File: src/rtl/sum_pkg.sv
`default_nettype none
// ============================================================================
// Module   : sum_pkg
// Purpose  : Shared widths and types for the sliding-window averager.
// Revision : 1.0 - initial release
// ============================================================================
package sum_pkg;
    localparam int DATA_W = 9;
    localparam int LOG2_N = 3;
    localparam int N      = 1 << LOG2_N;
    localparam int ACC_W  = DATA_W + LOG2_N;

    typedef logic [DATA_W-1:0] sample_t;
endpackage
`default_nettype wire

File: src/rtl/sum_window_avg_if.sv
`default_nettype none
// ============================================================================
// Module   : sum_window_avg_if
// Purpose  : Sample-in strobe and valid/ready average-out bundle.
// Revision : 1.0 - initial release
// ============================================================================
interface sum_window_avg_if;
    import sum_pkg::*;

    logic    in_valid;
    sample_t in_data;
    logic    out_valid;
    logic    out_ready;
    sample_t out_avg;
    logic    out_full;
    logic    overrun;

    // Producer and consumer side
    modport master (
        output in_valid, in_data, out_ready,
        input  out_valid, out_avg, out_full, overrun
    );

    // Averager side
    modport slave (
        input  in_valid, in_data, out_ready,
        output out_valid, out_avg, out_full, overrun
    );
endinterface
`default_nettype wire

File: src/rtl/sum_window_buf.sv
`default_nettype none
// ============================================================================
// Module   : sum_window_buf
// Purpose  : N x DATA_W register file, single shared index for write/read.
// Revision : 1.0 - initial release
// ============================================================================
module sum_window_buf
    import sum_pkg::*;
(
    input  logic              clk,
    input  logic              wr_en,
    input  logic [LOG2_N-1:0] idx,
    input  sample_t           wr_data,
    output sample_t           rd_data
);
    // Storage is deliberately unreset; stale entries are masked by the count.
    sample_t mem [N];

    always_ff @(posedge clk) begin
        if (wr_en) begin
            mem[idx] <= wr_data;
        end
    end

    assign rd_data = mem[idx];
endmodule
`default_nettype wire

File: src/rtl/sum_window_avg.sv
`default_nettype none
// ============================================================================
// Module   : sum_window_avg
// Purpose  : Running sum over the last N samples, average via valid/ready.
// Revision : 1.0 - initial release
// ============================================================================
module sum_window_avg
    import sum_pkg::*;
(
    input  logic             clk,
    input  logic             rst_n,
    input  logic             clr,
    sum_window_avg_if.slave  bus
);
    localparam logic [LOG2_N:0] FULL_CNT = (LOG2_N+1)'(N);

    logic [LOG2_N-1:0] wr_ptr_q, wr_ptr_d;
    logic [LOG2_N:0]   count_q, count_d;
    logic [ACC_W-1:0]  acc_q, acc_d;
    sample_t           avg_q, avg_d;
    logic              valid_q, valid_d;
    logic              full_q, full_d;
    logic              overrun_q, overrun_d;

    logic              wr_en;
    sample_t           rd_data;
    sample_t           old_sample;
    logic [ACC_W-1:0]  acc_next;

    assign wr_en = bus.in_valid & ~clr;

    sum_window_buf u_buf (
        .clk     (clk),
        .wr_en   (wr_en),
        .idx     (wr_ptr_q),
        .wr_data (bus.in_data),
        .rd_data (rd_data)
    );

    // Until the window is full, the slot being overwritten holds no real sample.
    assign old_sample = (count_q == FULL_CNT) ? rd_data : '0;
    assign acc_next   = acc_q + ACC_W'(bus.in_data) - ACC_W'(old_sample);

    always_comb begin
        wr_ptr_d  = wr_ptr_q;
        count_d   = count_q;
        acc_d     = acc_q;
        avg_d     = avg_q;
        valid_d   = valid_q;
        full_d    = full_q;
        overrun_d = overrun_q;

        if (clr) begin
            wr_ptr_d  = '0;
            count_d   = '0;
            acc_d     = '0;
            avg_d     = '0;
            valid_d   = 1'b0;
            full_d    = 1'b0;
            overrun_d = 1'b0;
        end else if (bus.in_valid) begin
            wr_ptr_d = wr_ptr_q + 1'b1;
            count_d  = (count_q == FULL_CNT) ? FULL_CNT : count_q + 1'b1;
            acc_d    = acc_next;
            avg_d    = acc_next[ACC_W-1:LOG2_N];
            valid_d  = 1'b1;
            full_d   = (count_d == FULL_CNT);
            if (valid_q && !bus.out_ready) begin
                overrun_d = 1'b1;
            end
        end else if (valid_q && bus.out_ready) begin
            valid_d = 1'b0;
        end
    end

    always_ff @(posedge clk or negedge rst_n) begin
        if (!rst_n) begin
            wr_ptr_q  <= '0;
            count_q   <= '0;
            acc_q     <= '0;
            avg_q     <= '0;
            valid_q   <= 1'b0;
            full_q    <= 1'b0;
            overrun_q <= 1'b0;
        end else begin
            wr_ptr_q  <= wr_ptr_d;
            count_q   <= count_d;
            acc_q     <= acc_d;
            avg_q     <= avg_d;
            valid_q   <= valid_d;
            full_q    <= full_d;
            overrun_q <= overrun_d;
        end
    end

    assign bus.out_valid = valid_q;
    assign bus.out_avg   = avg_q;
    assign bus.out_full  = full_q;
    assign bus.overrun   = overrun_q;
endmodule
`default_nettype wire

File: src/flat_wrapper.sv
// flat-port wrapper written by rule: the top's interface ports become plain ports
module sum_window_avg_flat import sum_pkg::*;
  (clk, rst_n, clr, bus_in_valid, bus_in_data, bus_out_ready, bus_out_valid, bus_out_avg, bus_out_full, bus_overrun);
  sum_window_avg_if bus_i ();
  input  logic clk;
  input  logic rst_n;
  input  logic clr;
  input wire logic [$bits(bus_i.in_valid)-1:0] bus_in_valid;
  input wire logic [$bits(bus_i.in_data)-1:0] bus_in_data;
  input wire logic [$bits(bus_i.out_ready)-1:0] bus_out_ready;
  output wire logic [$bits(bus_i.out_valid)-1:0] bus_out_valid;
  output wire logic [$bits(bus_i.out_avg)-1:0] bus_out_avg;
  output wire logic [$bits(bus_i.out_full)-1:0] bus_out_full;
  output wire logic [$bits(bus_i.overrun)-1:0] bus_overrun;
  assign bus_i.in_valid = bus_in_valid;
  assign bus_i.in_data = bus_in_data;
  assign bus_i.out_ready = bus_out_ready;
  assign bus_out_valid = bus_i.out_valid;
  assign bus_out_avg = bus_i.out_avg;
  assign bus_out_full = bus_i.out_full;
  assign bus_overrun = bus_i.overrun;
  sum_window_avg u_core (.clk(clk), .rst_n(rst_n), .clr(clr), .bus(bus_i));
endmodule
File: config.mk
export PLATFORM = sky130hd
export DESIGN_NAME = sum_window_avg_flat
export DESIGN_NICKNAME = d
export VERILOG_FILES = /design/src/rtl/sum_pkg.sv /design/src/rtl/sum_window_avg_if.sv /design/src/rtl/sum_window_buf.sv /design/src/rtl/sum_window_avg.sv /design/src/flat_wrapper.sv
export SDC_FILE = /design/constraint.sdc
export NUM_CORES = 1
export LEC_CHECK = 0
export BUFFER_PORTS_ARGS = -buffer_cell sky130_fd_sc_hd__buf_2
export CELL_PAD_IN_SITES_DETAIL_PLACEMENT = 1
export CELL_PAD_IN_SITES_GLOBAL_PLACEMENT = 1
export CORE_MARGIN = 2
export CORE_UTILIZATION = 40
export CTS_CLUSTER_DIAMETER = 80
export CTS_CLUSTER_SIZE = 20
export DETAILED_ROUTE_END_ITERATION = 10
export PLACE_DENSITY = 0.66
export SLEW_MARGIN = 20
export SYNTH_ARGS = -nofsm -noshare
export SYNTH_HDL_FRONTEND = slang
export SYNTH_HIERARCHICAL = 1
export SYNTH_SLANG_ARGS = --single-unit
File: constraint.sdc
create_clock -name clk -period 3.2 [get_ports clk]
set_input_delay 0.48 -clock clk [delete_from_list [all_inputs] [get_ports clk]]
set_output_delay 0.48 -clock clk [all_outputs]
set_load 0.005 [all_outputs]
### After elaboration in Yosys (flattened, before gate mapping)

Memory sizes are Yosys's and may differ from the RTL's.
Index checks and enable logic that the tools add are counted.

* bits in writable memories: 72
* flip-flop bits (word level): 31
* input port bits: 14
* memories: 1
* logic and storage cells: 43

* reductions and logical operators: 7
* muxes and demuxes: 20
* bitwise gates (word level): 2
* equality and inequality tests: 2
* add/sub/neg operators: 4

Memory list
* u_core.u_buf.mem: depth 8, width 9, rd ports 1, clocked after memory_dff 0, wr ports 1, line sum_window_buf.sv:17 `sample_t mem [N];`

Operators with widths (count)
* $mux 9: 3
* $mux 12: 2
* $add 12x9->12: 1
* $mux 4: 3
* $sub 12x9->12: 1
* $mux 1: 10
* $eq 4x4->1 const B: 2
* $mux 3: 2
* $add 4x1->4 const B: 1
* $reduce_bool 2->1: 2
* $add 3x1->3 const B: 1
* $reduce_bool 3->1: 1
* $logic_and 1x1->1: 2
* $reduce_and 2->1: 1
* $and 1x1->1: 1
* $logic_not 1->1: 1
* $not 1->1: 1

### Longest topological paths before layout

* depth after elaboration: 5
* gate-level depth with buffers: 18
* mapped depth without buffers: 15

### Modules after synthesis

The synthesis kept the hierarchy.

Modules (own cells, without submodules)
* sum_window_buf: cells an instance 143, instances 1, area an instance 2870.3 um^2, seq. area each 2162.1 um^2
* sum_window_avg: cells an instance 231, instances 1, area an instance 1949.4 um^2, seq. area each 550.5 um^2

### Worst setup path after synthesis

No wires, ideal clock.

* path kind: register -> register
* start: register u_core.wr_ptr_q[0]
* end: register u_core.acc_q[10]
* buffers on the path: 1
* required time: 3.078 ns
* stages on the path, launching flop included: 13
* library setup time: 0.122 ns
* arrival time: 3.271 ns
* path slack: -0.193 ns
* cell sequence: dfrtp_1 buf_6 mux4_1 mux2_2 and2_1 fa_1 inv_1 ha_1 o211a_1 o31ai_2 a21oi_1 or3_1 a32o_1

* word-level cells in the longest chain between the ends: 5

Ends and longest elaborated chain
* start, declared: line sum_window_avg.sv:17 `logic [LOG2_N-1:0] wr_ptr_q, wr_ptr_d;`
* start signal, assigned: line sum_window_avg.sv:86 `wr_ptr_q <= wr_ptr_d;`
* $mem_v2 8x9
* via u_core.rd_data[3]: line sum_window_avg.sv:26 `sample_t rd_data;`
* $mux 9: line sum_window_avg.sv:41 `assign old_sample = (count_q == FULL_CNT) ? rd_data : '0;`
* $sub 12x9->12: line sum_window_avg.sv:42 `assign acc_next = acc_q + ACC_W'(bus.in_data) - ACC_W'(old_sample);`
* $mux 12: line sum_window_avg.sv:61 `end else if (bus.in_valid) begin`
* $mux 12: line sum_window_avg.sv:53 `if (clr) begin`
* end signal, assigned: line sum_window_avg.sv:80 `acc_q <= '0;`
* end signal, assigned: line sum_window_avg.sv:88 `acc_q <= acc_d;`
* end, declared: line sum_window_avg.sv:19 `logic [ACC_W-1:0] acc_q, acc_d;`

The timed path passes the listed nets, and every way through them passes these cells. The select of a mux whose other input is x is not followed.
A chain may end at the register's enable or synchronous reset.

### Worst setup path after layout

* start: register u_core.wr_ptr_q[0]
* end: register u_core.acc_q[7]

Same word-level chain as after synthesis.

==> impl_metrics.json <==
{
  "status": "complete, but fails checks",
  "failed_checks": "setup timing",
  "htreeDepth": 3,
  "syn-instance-count": 374,
  "holdCritPathClass": "primary input to asynchronous set/reset pin",
  "die_x_um": 114,
  "cp_data_arrival_time_ns": 3.86,
  "worst_pin_slew_ns": 0.591,
  "core-area_um2": 11900,
  "viasPerCell": 5.32,
  "port_buffers": 25,
  "synth_edf_count": 72,
  "end_kind": "flop",
  "die_area_um2": 12900,
  "ys.flop_type": "edfxtp_1",
  "cp.required_ns": 3.45,
  "antennaDiodeCount": 0,
  "start_kind": "flop",
  "worst_path_most_repeated_cell": "buf_4",
  "synthDistinctLibCells": 56,
  "area_growth_pct": 25.3,
  "synth_area_leaders": "edfxtp_1 (45%), dfrtp_1 (11%), mux4_1 (6.0%)",
  "place.gp.congestion": 0.740,
  "antenna_found_initial": 0,
  "hold_violations": 0,
  "wire_per_inst_um": 20.0,
  "period_share": 1.13,
  "synth_nets": 412,
  "root_buffer": "clkbuf_16",
  "relSlewSlack": 0.606,
  "rows": 40,
  "synthTopCellsByCount": "edfxtp_1 (72), inv_1 (42), nor2_1 (27)",
  "synth_most_common_cell": "edfxtp_1",
  "slew_viol_final": 0,
  "final-setup-viol-count": 8,
  "synth_top_area_cell": "edfxtp_1",
  "crit_chain": "buf_4 > buf_12 > mux4_2 > mux2_4 > and2_4 > fa_1 > inv_2 > ha_4 > o211ai_1 > buf_4 > o21ai_4 > a31oi_4 > or4_4 > o311ai_2",
  "die_h_um": 114,
  "cts_sinks": 94,
  "power_density_nw_per_um2": 628,
  "grt_pass1_wl_mm": 19.2,
  "skew_ns": 0.0143,
  "io_pins": 26,
  "crit_path_max_incr_delay_ns": 0.51,
  "wl_mm": 11.9,
  "cap_violations": 0,
  "period_minus_slack_ns": 3.62,
  "drt_pass1_iterations": 4,
  "fmax_mhz": 277,
  "insertion_delay_ns": 0.35,
  "ant_nets": 0,
  "hpwl_mm": 8.18,
  "netlist_area_um2": 4820,
  "yosys_warnings": 6,
  "crit_type": "flop to flop",
  "start_util": 0.406,
  "num-nets-final": 482,
  "grt_pass1_vias": 3503,
  "grt_overflow": 0,
  "setup-tns-final_ns": -2.32,
  "final_layout_size_suffix_gt1_frac": 0.363,
  "ys_ff_latch": 94,
  "crit_fanout": 5,
  "setup_slack_ns": -0.415,
  "rsz0062_at_grt": "true",
  "syn_area_per_cell_um2": 12.9,
  "async_flop_share": 0.234,
  "grt_max_degree": 25,
  "ys_seq_area_frac": 0.563,
  "vias": 3173,
  "drtIter0Drc": 185,
  "timing.hold.ws_ns": 0.124,
  "vdd_drop_max_mv": 0.356,
  "cts_buffer_depth": 2,
  "cts_buffers": 9,
  "slowest_stage": "fa_1",
  "drc": 0,
  "clk_pin_slew_ns": 0.08,
  "cts_tree": "built",
  "grt.total_usage": 0.197,
  "crit_buf_inv": 4,
  "crit_family": "multiplexers",
  "p_leak_nw": 2.39,
  "synth_top_area_frac": 0.449
}
==> power breakdown <==
part | switching, mW | internal [mW] | leakage, nW
Clock | 0.480 | 0.611 | 0.139
Sequential | 0.0477 | 1.38 | 0.943
Combinational | 0.652 | 0.628 | 1.30
==> registers in the layout (all words and copies together) (netlist names) <==
name                  flops
u_core/bus.out_valid      1
u_core/bus.out_full       1
u_core/wr_ptr_q           3
u_core/count_q            4
u_core/bus.overrun        1
u_core/u_buf/mem         72
u_core/acc_q             12
==> through the flow <==
step	power, mW	setup slack, ns	instance area (um2)	util	cells
floorplan	2.19	-0.0642	4920	-	374
global placement	2.50	-0.236	5470	0.461	571
detailed placement	2.55	-0.333	5470	0.461	571
CTS	3.74	-0.322	5920	0.499	590
global route	4.00	-0.547	6040	0.509	596
finish	3.79	-0.415	6040	0.509	596
==> area by class of cell <==
type                            instances  area (um2)
Tap cell                              147         184
Clock buffer                           10         229
Multi-Input combinational cell        214        2020
Fill cell                            1212        5820
Timing Repair Buffer                   82         666
Inverter                               43         161
Clock inverter                          6        67.6
Sequential cell                        94        2710
==> kinds of logic (layout without fill, tap and decap cells) <==
logic type	after synthesis	in the layout	synth area share
compound gates	55	55	0.0740
xor+xnor	7	7	0.0127
fa+ha+maj	24	24	0.0763
buf+inv	66	141	0.0644
flops	94	94	0.563
mux	29	29	0.103
simple gates	99	99	0.107
==> path summary, 6_finish.rpt <==
kind / slack, ns / depth (start not counted) / from / end
max in group asynchronous: 2.63 / 1 / rst_n / u_core/wr_ptr_q[0]$_DFFE_PN0P_
min in group clk: 0.41 / 4 / bus_out_ready / u_core/bus.out_valid$_DFFE_PN0P_
worst max register to register: -0.42 / 14 / u_core/wr_ptr_q[0]$_DFFE_PN0P_ / u_core/acc_q[7]$_DFFE_PN0P_
worst min-delay path: 0.12 / 1 / rst_n / u_core/acc_q[9]$_DFFE_PN0P_
worst min register to register: 0.53 / 2 / u_core/acc_q[0]$_DFFE_PN0P_ / u_core/acc_q[0]$_DFFE_PN0P_
worst max-delay path: -0.42 / 14 / u_core/wr_ptr_q[0]$_DFFE_PN0P_ / u_core/acc_q[7]$_DFFE_PN0P_
==> layer usage <==
layer / vias to the layer above / wire, um / track usage / share of wire
li1: 1479 / - / - / -
met1: 1622 / 5350 / 0.253 / 0.45
met2: 59 / 6110 / 0.346 / 0.51
met3: 13 / 326 / 0.0367 / 0.027
met4: 0 / 144 / 0.0545 / 0.012
met5: - / 0 / 0 / 0
==> cells in the final DEF, fill, tap and decap left out, types with 3 or more instances in the layout <==
master and count:
edfxtp_1 72, buf_4 46, inv_1 37, nor2_1 27
buf_2 25, dfrtp_1 21, nand2_1 19, a21oi_1 13
mux4_2 10, clkbuf_16 9, a21oi_2 9, and2_1 8
mux2i_1 8, nand3_1 7, fa_1 7, ha_1 7
ha_4 7, inv_2 5, nand4_1 5, o21ai_0 5
buf_12 4, nand2b_1 4, xor2_1 4, nor2b_1 4
nor3_1 4, buf_6 4, mux2_4 4, mux2_2 4
and2_4 3, xnor2_1 3, o21a_1 3
==> timing repair <==
action	4_1_cts	5_1_grt
endpoints found under the setup margin	8	10
pin swaps	12	18
hold buffers	0	0
resized for setup	27	24
buffers inserted	1	7
gates cloned	2	0
Note: power is estimated with default switching activity, not from simulation.
